[src/rtl/dc_bsp_pkg.sv]
// Shared board-support constants: interrupt source bit positions, IRQ CSR word map
// and the host-interrupt FSM state type.
package dc_bsp_pkg;

    localparam int BSP_AVMM_NUM_IRQ_USED   = 3;
    localparam int BSP_NUM_INTERRUPT_LINES = 4;

    localparam int BSP_DMA_0_IRQ_BIT  = 0;
    localparam int BSP_KERNEL_IRQ_BIT = 1;
    localparam int BSP_DMA_1_IRQ_BIT  = 2;

    localparam logic [1:0] IRQ_CSR_STATUS = 2'd0;
    localparam logic [1:0] IRQ_CSR_ENABLE = 2'd1;
    localparam logic [1:0] IRQ_CSR_RAW    = 2'd2;
    localparam logic [1:0] IRQ_CSR_COUNT  = 2'd3;

    typedef enum logic [1:0] {
        IDLE     = 2'd0,
        REQ      = 2'd1,
        WAIT_ACK = 2'd2
    } t_irq_state;

endpackage

[src/rtl/asp_irq_rr_arb.sv]
// N-way round-robin arbiter. The pointer holds the index where the next search
// starts; it moves to one past the winner whenever a grant is taken.
module asp_irq_rr_arb #(
    parameter int N     = 3,
    parameter int IDX_W = (N > 1) ? $clog2(N) : 1
) (
    input  logic             clk,
    input  logic             reset_n,
    input  logic [N-1:0]     req,
    input  logic             update,
    output logic [N-1:0]     grant,
    output logic [IDX_W-1:0] grant_idx,
    output logic             any
);

    logic [IDX_W-1:0] ptr;

    function automatic int wrap_idx(input int a);
        return (a >= N) ? a - N : a;
    endfunction

    always_comb begin
        grant     = '0;
        grant_idx = '0;
        any       = 1'b0;
        for (int off = 0; off < N; off++) begin
            if (!any && req[wrap_idx(int'(ptr) + off)]) begin
                any                             = 1'b1;
                grant[wrap_idx(int'(ptr) + off)] = 1'b1;
                grant_idx                       = IDX_W'(wrap_idx(int'(ptr) + off));
            end
        end
    end

    always_ff @(posedge clk) begin
        if (!reset_n) begin
            ptr <= '0;
        end else if (update && any) begin
            ptr <= (grant_idx == IDX_W'(N - 1)) ? '0 : grant_idx + IDX_W'(1);
        end
    end

endmodule

[src/rtl/asp_irq_ctrl.sv]
// Host interrupt controller: sticky pending bits, enable mask, one vectored request
// outstanding at a time with ack tracking, and a 64-bit MMIO CSR slave.
module asp_irq_ctrl
    import dc_bsp_pkg::*;
#(
    parameter int NUM_IRQ_USED = BSP_AVMM_NUM_IRQ_USED,
    parameter int NUM_VECTORS  = BSP_NUM_INTERRUPT_LINES,
    parameter logic [NUM_IRQ_USED-1:0] LEVEL_MASK = NUM_IRQ_USED'(1 << BSP_KERNEL_IRQ_BIT),
    localparam int VEC_W = (NUM_VECTORS > 1) ? $clog2(NUM_VECTORS) : 1,
    localparam int IDX_W = (NUM_IRQ_USED > 1) ? $clog2(NUM_IRQ_USED) : 1
) (
    input  logic                    clk,
    input  logic                    reset_n,
    input  logic [NUM_IRQ_USED-1:0] irq_in,
    output logic                    irq_req_valid,
    output logic [VEC_W-1:0]        irq_req_vector,
    input  logic                    irq_req_ready,
    input  logic                    irq_ack,
    input  logic [1:0]              avs_address,
    input  logic                    avs_read,
    input  logic                    avs_write,
    input  logic [63:0]             avs_writedata,
    input  logic [7:0]              avs_byteenable,
    output logic [63:0]             avs_readdata,
    output logic                    avs_readdatavalid,
    output logic                    avs_waitrequest
);

    localparam int N = NUM_IRQ_USED;

    t_irq_state  state;
    logic [N-1:0] irq_s, irq_d;
    logic [N-1:0] pending, sent, enable;
    logic [31:0]  sent_count;

    logic [N-1:0]     set_term, clr, accept_mask, eligible;
    logic [N-1:0]     unused_grant;
    logic [IDX_W-1:0] grant_idx;
    logic             grant_any, accept, wr_ok;
    logic [63:0]      rd_word;
    logic             unused_bits;

    assign avs_waitrequest = 1'b0;
    assign unused_bits     = ^{avs_writedata[63:N], avs_byteenable[7:1]};

    // Level sources set every cycle they are high; edge sources only on a new rise.
    assign set_term = irq_s & (LEVEL_MASK | ~irq_d);
    assign wr_ok    = avs_write && avs_byteenable[0];
    assign clr      = (wr_ok && avs_address == IRQ_CSR_STATUS) ? avs_writedata[N-1:0] : '0;
    assign accept   = irq_req_valid && irq_req_ready;
    assign eligible = pending & enable & ~sent;

    always_comb begin
        for (int i = 0; i < N; i++) begin
            accept_mask[i] = accept && (irq_req_vector == VEC_W'(i));
        end
    end

    asp_irq_rr_arb #(.N(N), .IDX_W(IDX_W)) u_arb (
        .clk       (clk),
        .reset_n   (reset_n),
        .req       (eligible),
        .update    (state == IDLE),
        .grant     (unused_grant),
        .grant_idx (grant_idx),
        .any       (grant_any)
    );

    // Set beats a same-cycle W1C on pending; W1C always clears sent so a still-high
    // level source can fire again.
    always_ff @(posedge clk) begin
        if (!reset_n) begin
            irq_s      <= '0;
            irq_d      <= '0;
            pending    <= '0;
            sent       <= '0;
            enable     <= '0;
            sent_count <= '0;
        end else begin
            irq_s   <= irq_in;
            irq_d   <= irq_s;
            pending <= (pending & ~clr) | set_term;
            sent    <= (sent & ~clr) | accept_mask;
            if (wr_ok && avs_address == IRQ_CSR_ENABLE) begin
                enable <= avs_writedata[N-1:0];
            end
            if (accept && sent_count != 32'hFFFF_FFFF) begin
                sent_count <= sent_count + 32'd1;
            end
        end
    end

    always_ff @(posedge clk) begin
        if (!reset_n) begin
            state          <= IDLE;
            irq_req_valid  <= 1'b0;
            irq_req_vector <= '0;
        end else begin
            case (state)
                IDLE: begin
                    if (grant_any) begin
                        irq_req_vector <= VEC_W'(grant_idx);
                        irq_req_valid  <= 1'b1;
                        state          <= REQ;
                    end
                end
                REQ: begin
                    if (irq_req_ready) begin
                        irq_req_valid <= 1'b0;
                        state         <= WAIT_ACK;
                    end
                end
                WAIT_ACK: begin
                    if (irq_ack) begin
                        state <= IDLE;
                    end
                end
                default: begin
                    irq_req_valid <= 1'b0;
                    state         <= IDLE;
                end
            endcase
        end
    end

    always_comb begin
        rd_word = '0;
        case (avs_address)
            IRQ_CSR_STATUS: rd_word[N-1:0] = pending;
            IRQ_CSR_ENABLE: rd_word[N-1:0] = enable;
            IRQ_CSR_RAW:    rd_word[N-1:0] = irq_s;
            default:        rd_word[31:0]  = sent_count;
        endcase
    end

    always_ff @(posedge clk) begin
        if (!reset_n) begin
            avs_readdata      <= '0;
            avs_readdatavalid <= 1'b0;
        end else begin
            avs_readdatavalid <= avs_read;
            if (avs_read) begin
                avs_readdata <= rd_word;
            end
        end
    end

endmodule

[config.mk]
export PLATFORM = sky130hd
export DESIGN_NAME = asp_irq_ctrl
export DESIGN_NICKNAME = d
export VERILOG_FILES = /design/src/rtl/dc_bsp_pkg.sv /design/src/rtl/asp_irq_rr_arb.sv /design/src/rtl/asp_irq_ctrl.sv
export SDC_FILE = /design/constraint.sdc
export NUM_CORES = 1
export LEC_CHECK = 0
export ABC_AREA = 0
export BUFFER_PORTS_ARGS = -buffer_cell sky130_fd_sc_hd__buf_4
export CAP_MARGIN = 20
export CORE_ASPECT_RATIO = 1.2
export CORE_UTILIZATION = 38
export CTS_BUF_LIST = sky130_fd_sc_hd__clkbuf_8
export CTS_CLUSTER_DIAMETER = 50
export CTS_CLUSTER_SIZE = 40
export DETAILED_ROUTE_END_ITERATION = 16
export PLACE_DENSITY = 0.69
export SKIP_LAST_GASP = 1
export SYNTH_ARGS = -nofsm -noshare
export SYNTH_HDL_FRONTEND = slang
export SYNTH_SLANG_ARGS = --single-unit
export TNS_END_PERCENT = 10
[constraint.sdc]
create_clock -name clk -period 3.3 [get_ports clk]
set_input_delay 0.165 -clock clk [delete_from_list [all_inputs] [get_ports clk]]
set_output_delay 0.165 -clock clk [all_outputs]
set_load 0.02 [all_outputs]
==> results of run 1 <==
[cells in the final DEF (no fill, tap or decap), types with 2 or more instances in the layout]
cell	n
dfxtp_1	86
nor2_1	60
buf_4	52
a21oi_1	51
nand2_1	34
nor2b_1	33
conb_1	33
mux2i_1	14
o21ai_0	12
nand3_1	11
or3_1	11
clkbuf_8	11
inv_1	10
xnor2_1	9
and2_1	8
and3_1	7
nand2b_1	6
nor3_1	6
nand4_1	5
o31ai_1	4
nor4_1	4
or4_1	4
nand3b_1	4
mux4_2	3
xor2_1	3
ha_1	3
a31o_2	2
nand4_2	2
and4_1	2
o211a_1	2
a31oi_1	2
o21ai_1	2
a2111oi_1	2
or4b_2	2
and3b_1	2
clkinv_2	2
dlygate4sd3_1	2
[power groups by stage]
| stage | registers [µW] | logic (µW) | clock network [µW] |
|---|---|---|---|
| final | 1050 | 115 | 676 |
| after floorplan | 1080 | 111 | 0 |
| after detailed placement | 1080 | 112 | 0 |
| after global placement | 1080 | 110 | 0 |
| after CTS | 1050 | 114 | 700 |
| after global routing | 1050 | 126 | 741 |
[synthesized netlist by cell type (all sizes together), types with 8 or more instances]
cell type	instances
and3	8
nor2	60
a21oi	51
inv	9
o21ai	14
dfxtp	86
buf	37
or3	11
nand2	34
clkbuf	19
xnor2	9
and2	9
nand3	11
mux2i	14
nor2b	33
[per-stage QoR]
step           setup slack (ns)  power [µW]  utilization  instance area [µm²]
3_3_place_gp               1.03        1190        0.421                 4430
6_report                   1.02        1840        0.441                 4640
4_1_cts                   0.958        1870        0.440                 4620
5_1_grt                   0.772        1920        0.441                 4640
3_5_place_dp              0.984        1190        0.421                 4430
2_1_floorplan              1.10        1190            -                 4230
[sequential cells by signal, indices dropped and copies added (netlist names)]
signal             count
state                  2
irq_req_vector         2
pending                3
irq_s                  3
sent_count            32
avs_readdata          32
avs_readdatavalid      1
irq_d                  2
u_arb.ptr              2
enable                 3
irq_req_valid          1
sent                   3
[cells by family after synthesis]
logic type | Yosys count | share of synthesized area
AOI/OAI and AO/OA | 88 | 0.126
xor gates and xnor gates | 12 | 0.0256
adders and majority gates | 4 | 0.0116
buffers and inverters | 65 | 0.0941
DFF | 86 | 0.419
muxes | 17 | 0.0506
other | 1 | 0.000913
and+or+nand+nor | 209 | 0.271
[final timing paths]
| kind | start | to | depth (start not counted) |
|---|---|---|---|
| worst max-delay path | sent_count[0] | sent_count[29] | 6 |
| worst min-delay path | irq_in[2] | irq_s[2] | 2 |
| worst max register to register | sent_count[0] | sent_count[29] | 6 |
| worst min register to register | irq_s[2] | irq_d[2] | 1 |
[per-layer routing]
layer / routed length [µm] / share of wire / global-route usage
met1: 3660 / 0.43 / 0.176
met2: 4180 / 0.49 / 0.271
met3: 350 / 0.041 / 0.0434
met4: 289 / 0.034 / 0.0816
met5: 0 / 0 / 0
[layout make-up]
| type | instances | area [µm²] | area share |
|---|---|---|---|
| Clock inverter | 5 | 26.3 | 0.00566 |
| Clock buffer | 11 | 151 | 0.0326 |
| Multi-Input combinational cell | 363 | 2120 | 0.457 |
| Inverter | 9 | 33.8 | 0.00728 |
| Timing Repair Buffer | 55 | 425 | 0.0917 |
| Sequential cell | 86 | 1720 | 0.371 |
| Tap cell | 129 | 161 | 0.0348 |
[worst register-to-register path: cells and delay by family, from the launching register on]
kind                     cells  cell delay (ns)
flip-flops                   1             0.36
AND/OR/NAND/NOR              3             0.62
AO/OA/AOI/OAI                1             0.80
adder cells (fa/ha/maj)      1             0.24
multiplexers                 1             0.15
==> impl_metrics.toml, run 1 <==
[finish]
insertedDiodeCount = 0
final_layout_size_suffix_gt1_frac = 0.155
nets = 610
syn_to_final_growth_pct = 12.9
fillCellCount = 1039
fin_cells = 658

[setup_path]
slowest_delay_ns = 0.80
slowest_stage = "a2111oi_0"
path_cells = "ha_1 -> and2_1 -> and3_1 -> a2111oi_0 -> nand4_1 -> mux2i_1"
critPathCaptureType = "register"
cp.arrival_ns = 2.53
rrSetupSlack_ns = 1.02
cpLargestDelayFamily = "compound AO/OA/AOI/OAI gates"
worstPathRequired_ns = 3.55
path_max_fanout = 5
start_kind = "register"
worstSetupPathType = "reg2reg"
critPathBufInv = 0

[floorplanning]
ioPinCount = 152
core_um2 = 10500
die_height_um = 116
die_area_um2 = 11200
start_util = 0.390
die_w_um = 96.9
placementRows = 41

[global_routing]
antenna_found_initial = 0
grt_pass1_wl_um = 14200
grtUsageTotal = 0.156
grt_pass1_vias = 3104
grt-ovfl-total = 0
grt_max_degree = 65

[clock_network]
cts_resized = 0
cts_tree = "built"
postCtsSetupRepairBufs = 0
clk_latency_ns = 0.37
clockRootBuffer = "clkbuf_8"
htreeDepth = 3
max-clock-path-buffers = 2
clkTransAtPathRegs_ns = 0.08
numCtsBuffers = 9
cts_hold_buf = 2
cts_num_sinks = 86

[timing]
report.final.slew_viol_count = 0
clock_skew_ns = 0.0124
tns_ns = 0
finalHoldWorstSlack_ns = 0.0357
fin_crit_sh = 0.692
setup_viol = 0
hold_viol_final = 0
worstMarginPinSlew_ns = 0.859
min_period_ns = 2.28
fmax_ghz = 0.438
slew_headroom = 0.413
rsz0062_at_grt = "false"

[yosys]
synth.top_cell.area_share = 0.419
syn_avg_cell_area_um2 = 8.52
synth_area_um2 = 4110
yosysTopAreaCell = "dfxtp_1"
ys_seq_area_frac = 0.419
syn_inst = 482
synth_area_leaders = "dfxtp_1 (42%), a21oi_1 (6.2%), buf_4 (6.0%)"
ys.flop_type = "dfxtp_1"
yosysWarningCount = 0
synth_edf_count = 0
synth_cell_types = 58
ys_ff_latch = 86
synthArstFlopShare = 0

[detailed_routing]
ant_nets = 0
firstDrtPassIters = 4
routed_wirelength_um = 8480
vias_per_cell = 5.08
drc = 0
vias = 3341
post_drt_wl_per_cell_um = 12.9
drtIter0Drc = 134

[run]
max_cap_viol_count = 0

[power]
leakagePower_uw = 0.00186
peakVddDrop_mv = 0.186
internal-power_uw = 1390
power.switching_uw = 457
p_sw_frac = 0.248
p_seq_frac = 0.571
powerDensity_nw_per_um2 = 397
pwr-share-clk = 0.367
power_frac_comb = 0.062

[hold_path]
hold_class = "in2reg"

[placement]
placedCellCount = 639
portBuffers = 50
dp_hpwl_um = 5840
place_congestion = 0.838

[run_status]
status = "finished, final reports clean"
(Power assumes the default switching activity.)
==> run 2: changes to the inputs <==
- clock period: 3.3 -> 2.4 ns (I/O delays scaled with it)
==> impl_metrics.toml, run 2 (synthesis results as in run 1) <==
[timing]
report.final.slew_viol_count = 0
rsz0062_at_grt = "false"
finalHoldWorstSlack_ns = 0.0206
tns_ns = 0
setup_viol = 0
fmax_ghz = 0.447
clock_skew_ns = 0.00873
worstMarginPinSlew_ns = 0.673
hold_viol_final = 0
min_period_ns = 2.24
slew_headroom = 0.551
fin_crit_sh = 0.933

[floorplanning]
die_w_um = 96.9
die_height_um = 116
core_um2 = 10500
start_util = 0.390
placementRows = 41
die_area_um2 = 11200
ioPinCount = 152

[finish]
final_layout_size_suffix_gt1_frac = 0.165
layout_common_cells = "dfxtp_1 (86), nor2_1 (60), buf_4 (56)"
insertedDiodeCount = 0
nets = 615
reg_top3 = "avs_readdata x32, sent_count x32"
syn_to_final_growth_pct = 14.4
final_common_cell = "dfxtp_1"

[detailed_routing]
post_drt_wl_per_cell_um = 13.0
met3_length_um = 351
vias_per_cell = 5.12
routed_wirelength_um = 8600
drc = 0
wl_met1_um = 3790
ant_nets = 0
topRoutingLayerUsed = "met4"
vias = 3393
met2_length_um = 4350
drtIter0Drc = 184
firstDrtPassIters = 4

[power]
pwr-share-clk = 0.388
powerDensity_nw_per_um2 = 559
p_seq_frac = 0.551
total_power_uw = 2630
power_frac_comb = 0.061
power.switching_uw = 637
peakVddDrop_mv = 0.240
internal-power_uw = 1990
p_sw_frac = 0.243
leakagePower_uw = 0.00188

[placement]
portBuffers = 50
place_congestion = 0.859
dp_hpwl_um = 5920

[clock_network]
numCtsBuffers = 9
clockRootBuffer = "clkbuf_8"
clkTransAtPathRegs_ns = 0.08
postCtsSetupRepairBufs = 0
cts_num_sinks = 86
cts_tree = "built"
clk_latency_ns = 0.36
max-clock-path-buffers = 2
htreeDepth = 3

[hold_path]
hold_class = "in2reg"
hold_depth = 3

[setup_path]
cp.arrival_ns = 2.49
r2r_cells = 6
worstSetupPathType = "reg2reg"
start_kind = "register"
critPathCaptureType = "register"
worstPathRequired_ns = 2.66
path_max_fanout = 9

[global_routing]
antenna_found_initial = 0
grt_pass1_wl_um = 14100
grtUsageTotal = 0.155
grt_pass1_vias = 3007
grt_max_degree = 66
grt-ovfl-total = 0

[run_status]
status = "finished, final reports clean"

[run]
max_cap_viol_count = 0
-- run 2: cell count changes in the layout (fill, tap and decap cells not counted), sizes merged --
cell	delta
buf	+3
bufinv	+1
clkbuf	-1
clkinv	+1
clkinvlp	+1
dlygate4sd3	+2
inv	-2
-- run 2: worst max-delay path, cell delays in order (launching register included) --
cell and delay, ns:
dfxtp_1 0.36, inv_1 0.05, ha_1 0.40, a21oi_1 0.19, o22ai_1 0.12, or4b_2 0.73, a31o_2 0.28
-- run 2: layout make-up --
class / count / area (µm²)
clock buffer: 10 / 138
clock inverter: 6 / 61.3
fill: 1008 / 5820
inverter: 9 / 33.8
multi-input combinational: 363 / 2120
sequential: 86 / 1720
tap: 129 / 161
timing repair buffer: 60 / 460
-- run 2: path summary, 6_finish.rpt --
| check | from | end | slack [ns] |
|---|---|---|---|
| max | u_arb.ptr[0] | u_arb.ptr[1] | 0.16 |
| min | avs_writedata[0] | enable[0] | 0.02 |
| max reg2reg | u_arb.ptr[0] | u_arb.ptr[1] | 0.16 |
| min reg2reg | irq_s[0] | irq_d[0] | 0.48 |
-- run 2: per-stage QoR --
step / instance area, µm² / cells / util / setup slack (ns)
2_1_floorplan: 4230 / 514 / - / 0.202
3_3_place_gp: 4460 / 643 / 0.424 / 0.208
3_5_place_dp: 4460 / 643 / 0.424 / 0.164
4_1_cts: 4690 / 663 / 0.446 / 0.144
5_1_grt: 4700 / 663 / 0.447 / 0.0188
6_report: 4700 / 663 / 0.447 / 0.162
-- run 2: timing repair --
item                                   4_1_cts  5_1_grt
resized for setup                            0        1
endpoints found under the hold margin        4        0
hold buffers                                 4        0
setup endpoints to repair                    0        1
-- run 2: power by group through the flow --
stage | Sequential, µW | Clock [µW] | Combinational (µW)
2_1_floorplan | 1480 | 0 | 153
3_5_place_dp | 1480 | 0 | 155
3_3_place_gp | 1480 | 0 | 152
4_1_cts | 1450 | 1050 | 160
5_1_grt | 1450 | 1110 | 175
6_report | 1450 | 1020 | 160
-- run 2: routing by layer --
| layer | vias up | GRT usage |
|---|---|---|
| met3 | 6 | 0.0374 |
| met2 | 91 | 0.280 |
| met4 | 0 | 0.0627 |
| li1 | 1698 | - |
| met1 | 1598 | 0.176 |
| met5 | - | 0 |
==> run 3: changes to the inputs <==
- PLACE_DENSITY: 0.69 -> 0.68
- SYNTH_HIERARCHICAL: not set -> 1
==> impl_metrics.toml, run 3 <==
[global_routing]
grt_pass1_vias = 3303
grt_pass1_wl_um = 15400
grt-ovfl-total = 0
grt_max_degree = 35
antenna_found_initial = 0
grtUsageTotal = 0.163

[floorplanning]
placementRows = 42
ioPinCount = 152
die_height_um = 119
die_area_um2 = 11800
core_um2 = 11000
die_w_um = 99.3
start_util = 0.391

[timing]
tns_ns = 0
rsz0062_at_grt = "false"
worstMarginPinSlew_ns = 0.592
finalHoldWorstSlack_ns = 0.00853
fmax_ghz = 0.451
fin_crit_sh = 0.924
slew_headroom = 0.604
min_period_ns = 2.22
hold_viol_final = 0
clock_skew_ns = 0.0124
setup_viol = 0
report.final.slew_viol_count = 0

[setup_path]
path_max_fanout = 9
path_cells = "ha_1 -> nand3_1 -> or4_1 -> o311a_1 -> nand2_1 -> mux2i_1"
worstPathRequired_ns = 2.70
cp.arrival_ns = 2.52
slowest_stage = "or4_1"
cpLargestDelayFamily = "simple AND/OR/NAND/NOR gates"
critPathCaptureType = "register"
slowest_delay_ns = 0.68
start_kind = "register"
worstSetupPathType = "reg2reg"
critPathBufInv = 0

[detailed_routing]
ant_nets = 0
post_drt_wl_per_cell_um = 13.5
drtIter0Drc = 126
drc = 0
firstDrtPassIters = 4
vias = 3490
vias_per_cell = 5.14
routed_wirelength_um = 9140

[power]
peakVddDrop_mv = 0.248
leakagePower_uw = 0.00199
powerDensity_nw_per_um2 = 597

[clock_network]
numCtsBuffers = 9
clk_latency_ns = 0.36
cts_tree = "built"
clockRootBuffer = "clkbuf_8"
cts_resized = 0
postCtsSetupRepairBufs = 0
cts_num_sinks = 86
cts_hold_buf = 3
htreeDepth = 3
max-clock-path-buffers = 2
clkTransAtPathRegs_ns = 0.08

[placement]
place_congestion = 0.784
dp_hpwl_um = 6640
portBuffers = 50

[finish]
syn_to_final_growth_pct = 13.8
insertedDiodeCount = 0
final_common_cell = "dfxtp_1"
final_layout_size_suffix_gt1_frac = 0.176
layout_common_cells = "dfxtp_1 (86), nor2_1 (67), buf_4 (61)"
reg_top3 = "avs_readdata x32, sent_count x32"
nets = 630

[run_status]
status = "finished, final reports clean"

[yosys]
syn_inst = 494
synth_area_um2 = 4320
yosysWarningCount = 6
syn_avg_cell_area_um2 = 8.74

[run]
max_cap_viol_count = 0

[hold_path]
hold_class = "in2reg"
run 3: path summary, 6_finish.rpt:
| check | slack, ns | end | cells past startpoint | startpoint |
|---|---|---|---|---|
| setup / recovery | 0.18 | sent_count[2] | 6 | sent_count[1] |
| hold / removal | 0.009 | enable[0] | 3 | avs_writedata[0] |
| setup reg to reg | 0.18 | sent_count[2] | 6 | sent_count[1] |
| hold reg to reg | 0.47 | state[0] | 1 | state[1] |
run 3: worst register-to-register path: stages, from the launching register on:
cell and delay (ns):
dfxtp_1 0.43, ha_1 0.25, nand3_1 0.12, or4_1 0.68, o311a_1 0.41, nand2_1 0.11, mux2i_1 0.17
run 3: power by group:
part | switching, µW | internal [µW] | leakage, µW | total (µW)
clock network | 493 | 496 | 0.0000970 | 990
registers | 33.1 | 1470 | 0.000696 | 1500
logic | 263 | 182 | 0.00120 | 445
total | 790 | 2140 | 0.00199 | 2930
run 3: stage by stage:
stage | area (µm²) | util | total power [µW] | cells | worst slack [ns]
floorplan | 4440 | - | 1930 | 526 | 0.388
global placement | 4690 | 0.425 | 1960 | 661 | 0.207
detailed placement | 4690 | 0.425 | 1980 | 661 | 0.190
CTS | 4910 | 0.445 | 2990 | 679 | 0.175
global route | 4910 | 0.445 | 3080 | 679 | 0.00826
finish | 4910 | 0.445 | 2930 | 679 | 0.181
run 3: metal layers:
metal  wire length, µm  global-route usage  up-vias  part of all wire
met5                 0                   0        -                 0
met4               229              0.0781        0             0.025
met3               276              0.0290       18             0.030
met2              4660               0.287       67              0.51
met1              3970               0.188     1652              0.43
li1                  -                   -     1753                 -
run 3: layout make-up:
cell class,count,area [µm²]
Multi-Input combinational cell,371,2310
Inverter,11,41.3
Timing Repair Buffer,64,488
Tap cell,132,165
Fill cell,1086,6120
Clock inverter,5,52.6
Sequential cell,86,1720
Clock buffer,10,138
